File: src/rtl/block_buffer_ctrl.sv
// block_buffer_ctrl: ping-pong bit buffer control between an input bit stream and a block encoder.
// The writer fills one bank while the read FSM streams the other, full bank to the encoder.
module block_buffer_ctrl (
    input  logic        clk,
    input  logic        reset,
    input  logic        in_valid,
    input  logic        in_length_flag,
    output logic        in_ready,
    output logic        wr_en,
    output logic        wr_bank,
    output logic [12:0] wr_addr,
    input  logic        enc_busy,
    input  logic        enc_done,
    output logic        enc_start,
    output logic        enc_length_flag,
    output logic        rd_en,
    output logic        rd_bank,
    output logic [12:0] rd_addr,
    output logic        rd_valid,
    output logic [1:0]  bank_full,
    output logic        err_done
);
    localparam logic [12:0] K_LONG_LAST  = 13'd6143;
    localparam logic [12:0] K_SHORT_LAST = 13'd1055;
    localparam logic [1:0]  RD_IDLE = 2'd0;
    localparam logic [1:0]  RD_READ = 2'd1;
    localparam logic [1:0]  RD_WAIT = 2'd2;

    logic [12:0] r_wr_cnt;
    logic [12:0] r_rd_cnt;
    logic        r_wr_bank;
    logic        r_rd_bank;
    logic [1:0]  r_bank_full;
    logic [1:0]  r_len;
    logic [1:0]  r_state;
    logic        r_enc_start;
    logic        r_enc_len;
    logic        r_rd_valid;
    logic        r_err_done;
    logic        w_wr_len;
    logic        w_wr_last;
    logic        w_rd_last;
    logic        w_start;
    logic        w_rd_done;
    logic [1:0]  w_set;
    logic [1:0]  w_clr;
    logic [1:0]  w_next;

    // The first beat of a block carries its own length flag before it is latched.
    always_comb begin
        in_ready  = !r_bank_full[r_wr_bank];
        wr_en     = in_valid & in_ready;
        w_wr_len  = (r_wr_cnt == 13'd0) ? in_length_flag : r_len[r_wr_bank];
        w_wr_last = wr_en & (r_wr_cnt == (w_wr_len ? K_LONG_LAST : K_SHORT_LAST));
        w_rd_last = (r_state == RD_READ) & (r_rd_cnt == (r_enc_len ? K_LONG_LAST : K_SHORT_LAST));
        w_start   = (r_state == RD_IDLE) & r_bank_full[r_rd_bank] & !enc_busy;
        w_rd_done = (r_state == RD_WAIT) & enc_done;
        w_set     = w_wr_last ? (r_wr_bank ? 2'b10 : 2'b01) : 2'b00;
        w_clr     = w_rd_done ? (r_rd_bank ? 2'b10 : 2'b01) : 2'b00;
        w_next    = w_start   ? RD_READ :
                    w_rd_last ? RD_WAIT :
                    w_rd_done ? RD_IDLE :
                    (r_state == 2'd3) ? RD_IDLE : r_state;
    end

    always_ff @(posedge clk) begin
        if (reset) begin
            r_wr_cnt    <= 13'd0;
            r_rd_cnt    <= 13'd0;
            r_wr_bank   <= 1'b0;
            r_rd_bank   <= 1'b0;
            r_bank_full <= 2'b00;
            r_len       <= 2'b00;
            r_state     <= RD_IDLE;
            r_enc_start <= 1'b0;
            r_enc_len   <= 1'b0;
            r_rd_valid  <= 1'b0;
            r_err_done  <= 1'b0;
        end else begin
            if (wr_en)
                r_wr_cnt <= w_wr_last ? 13'd0 : r_wr_cnt + 13'd1;
            if (w_wr_last)
                r_wr_bank <= !r_wr_bank;
            if (wr_en && r_wr_cnt == 13'd0)
                r_len[r_wr_bank] <= in_length_flag;
            r_bank_full <= (r_bank_full | w_set) & ~w_clr;
            r_enc_start <= w_start;
            if (w_start)
                r_enc_len <= r_len[r_rd_bank];
            r_rd_cnt <= w_start ? 13'd0 : ((r_state == RD_READ && !w_rd_last) ? r_rd_cnt + 13'd1 : r_rd_cnt);
            r_rd_valid <= rd_en;
            if (enc_done && r_state != RD_WAIT)
                r_err_done <= 1'b1;
            if (w_rd_done)
                r_rd_bank <= !r_rd_bank;
            r_state <= w_next;
        end
    end

    assign wr_bank         = r_wr_bank;
    assign wr_addr         = r_wr_cnt;
    assign enc_start       = r_enc_start;
    assign enc_length_flag = r_enc_len;
    assign rd_en           = (r_state == RD_READ);
    assign rd_bank         = r_rd_bank;
    assign rd_addr         = r_rd_cnt;
    assign rd_valid        = r_rd_valid;
    assign bank_full       = r_bank_full;
    assign err_done        = r_err_done;
endmodule

File: config.mk
export PLATFORM = sky130hd
export DESIGN_NAME = block_buffer_ctrl
export DESIGN_NICKNAME = d
export VERILOG_FILES = /design/src/rtl/block_buffer_ctrl.sv
export SDC_FILE = /design/constraint.sdc
export NUM_CORES = 1
export LEC_CHECK = 0
export CELL_PAD_IN_SITES_DETAIL_PLACEMENT = 1
export CELL_PAD_IN_SITES_GLOBAL_PLACEMENT = 1
export CORE_MARGIN = 5
export CORE_UTILIZATION = 38
export CTS_BUF_LIST = sky130_fd_sc_hd__clkbuf_4 sky130_fd_sc_hd__clkbuf_8
export DETAILED_ROUTE_END_ITERATION = 8
export GPL_ROUTABILITY_DRIVEN = 0
export PLACE_DENSITY = 0.83
export SYNTH_ARGS = -nofsm -noshare
export SYNTH_HDL_FRONTEND = slang
export SYNTH_SLANG_ARGS = --single-unit
export TNS_END_PERCENT = 5
File: constraint.sdc
create_clock -name clk -period 2.5 [get_ports clk]
set_input_delay 0.5 -clock clk [delete_from_list [all_inputs] [get_ports clk]]
set_output_delay 0.5 -clock clk [all_outputs]
set_load 0.03 [all_outputs]
==> impl_metrics.tcl <==
set metrics [dict create \
    peakVddDrop_mv 0.274 \
    initial_core_util_pct 38.9 \
    grt_antenna_before_repair 0 \
    hold_viol 0 \
    numCtsBuffers 5 \
    synthCells 210 \
    ctsLongestPathBuffers 2 \
    synth_nets 219 \
    powerDensity_mw_per_mm2 485 \
    grt_pass1_vias 1734 \
    ios 43 \
    rsz0062_at_grt "false" \
    synth_edf_count 0 \
    post_drt_wl_per_cell_um 13.9 \
    pre_cts_slack_ns 0.0917 \
    syn_area_per_cell_um2 8.75 \
    tightest_slew_ns 0.605 \
    dieHeight_um 79.5 \
    post-cts-setup-buffers 0 \
    crit_type "flip-flop to flip-flop" \
    start_kind "flip-flop" \
    drt_pre_antenna_iters 4 \
    cp.required_ns 2.72 \
    clock.fmax_mhz 435 \
    cts_root_buf "clkbuf_8" \
    hold_buffers 0 \
    fin_util_pct 52.4 \
    dp_hpwl_mm 3.49 \
    grtUsageTotal_pct 15.8 \
    h-tree-depth 2 \
    hold_class "flip-flop to flip-flop" \
    seq_area_frac_synth_pct 41.4 \
    yosysUniqueCellTypes 46 \
    drtAntennaViolNets 0 \
    slew_headroom_pct 59.0 \
    p_leak_nw 0.875 \
    drt-vias-per-instance 5.10 \
    grt.overflow.total 0 \
    cts.sinks 38 \
    critical_path.max_fanout 6 \
    fillers 563 \
    period_share_pct 92.0 \
    syn2layout_area_growth_pct 34.8 \
    critPathArrivalTime_ns 2.52 \
    yosysWarnings 0 \
    run_status "finished clean" \
    cts_tree "done" \
    drive_above_1_share_pct 9.16 \
    dieWidth_um 79.5 \
    place_inst 321 \
    fin_nets 270 \
    vias 1679 \
    drc 0 \
    clk-insertion-delay-late_ns 0.29 \
    grt_pass1_wl_mm 8.05 \
    worst_slack_ns 0.200 \
    grt_start_max_net_pins 15 \
    fp.dieArea_mm2 0.00632 \
    ctsResizeCount 0 \
    coreArea_mm2 0.00472 \
    drt-initial-drc-count 41 \
    netlist_area_mm2 0.00184 \
    setup_tns_ns 0 \
    synth-seq-cells 38 \
    whs_ns 0.481 \
    cap_violations 0 \
    final_max_slew_viol_count 0 \
    synth_flop_cell "dfxtp_1" \
    cp-end-kind "flip-flop" \
    setup_violations 0 \
    fin_cells 329 \
    period_minus_slack_ns 2.30 \
    diodes 0 \
    routed_wl_mm 4.58 \
    synthArstFlopShare_pct 0 \
    portBuffers 42 \
    skew_ns 0.00495 \
    path_clk_slew_ns 0.08 \
    rows 25 \
]
[layout make-up]
type,instances,area [um2],area share (%)
multi-input combinational,157,1010,40.8
tap,67,83.8,3.39
sequential,38,761,30.7
inverter,9,33.8,1.36
clock inverter,3,40.0,1.62
timing repair buffer,50,478,19.3
clock buffer,5,68.8,2.78
[final timing paths]
| kind | start | endpoint | slack, ns | cells past startpoint |
|---|---|---|---|---|
| min | err_done | err_done | 0.48 | 2 |
| max | wr_addr[0] | bank_full[0] | 0.20 | 7 |
| max reg2reg | wr_addr[0] | bank_full[0] | 0.20 | 7 |
| min reg2reg | err_done | err_done | 0.48 | 2 |
[cell usage after synthesis, types with 2 or more instances]
cell       instances  area share, %
a2111oi_0          2           0.95
a21oi_1            8            2.2
and2_1             3            1.0
and3_1             3            1.0
clkbuf_1           4           0.82
dfxtp_1           38             41
ha_1               3            2.0
inv_1              9            1.8
mux2i_1            6            3.3
nand2_1           13            2.7
nand2b_1           3            1.0
nand3_1           10            2.7
nand4_1            8            2.7
nand4b_1           2           0.95
nor2_1            35            7.2
nor2b_1            3            1.0
nor3_1             8            2.2
o21ai_0            2           0.54
o31ai_1            2           0.82
or3_1              2           0.68
or4_1              3            1.2
xnor2_1            9            4.3
xor2_1            11            5.2
[worst max-delay path, stage by stage, from the launching register on]
cell      delay, ns
dfxtp_1        0.37
inv_1          0.10
ha_1           0.14
or4b_1         0.44
nor3_2         0.21
o311ai_1       0.21
or4_4          0.54
a211oi_2       0.21
[per-stage QoR]
| step | area, um2 | power (W) |
|---|---|---|
| floorplan | 1840 | 0.000667 |
| global placement | 2370 | 0.000699 |
| detailed placement | 2370 | 0.000701 |
| CTS | 2480 | 0.00122 |
| global route | 2480 | 0.00125 |
| finish | 2480 | 0.00120 |
[sequential cells by signal (all words and copies together) (netlist names)]
signal	cells
bank_full	2
enc_length_flag	1
enc_start	1
err_done	1
r_len	2
r_state	2
rd_addr	13
rd_bank	1
rd_valid	1
wr_addr	13
wr_bank	1
[report_power, final]
group	total [W]	switching, W	internal [W]
sequential	0.000616	0.00000610	0.000610
clock	0.000514	0.000221	0.000294
combinational	0.0000695	0.0000398	0.0000298
total	0.00120	0.000267	0.000934
[kinds of logic after synthesis]
group / share of synthesized area, %
multiplexers: 4.09
adder cells (fa/ha/maj): 2.04
AND/OR/NAND/NOR: 27.0
AO/OA/AOI/OAI: 12.4
flip-flops: 41.4
buffers and inverters: 3.54
XOR/XNOR: 9.54
[layout by cell type (no fill, tap or decap), drive strengths merged, types with 4 or more instances in the layout]
cell and count:
nand2 13, a21oi 8, clkdlybuf4s50 41, nor2 35
nand4 8, nand3 10, or4 4, inv 9
mux2i 6, buf 9, xnor2 9, clkbuf 5
dfxtp 38, xor2 11, nor3 9
[layer usage]
metal / track usage [%] / vias to the layer above / routed length [um]
met5: 0 / - / 0
met4: 3.61 / 0 / 38
met3: 4.40 / 5 / 216
met2: 28.2 / 38 / 2260
met1: 18.7 / 796 / 2070
li1: - / 840 / -
No activity file was read; power rests on OpenSTA's default activity.
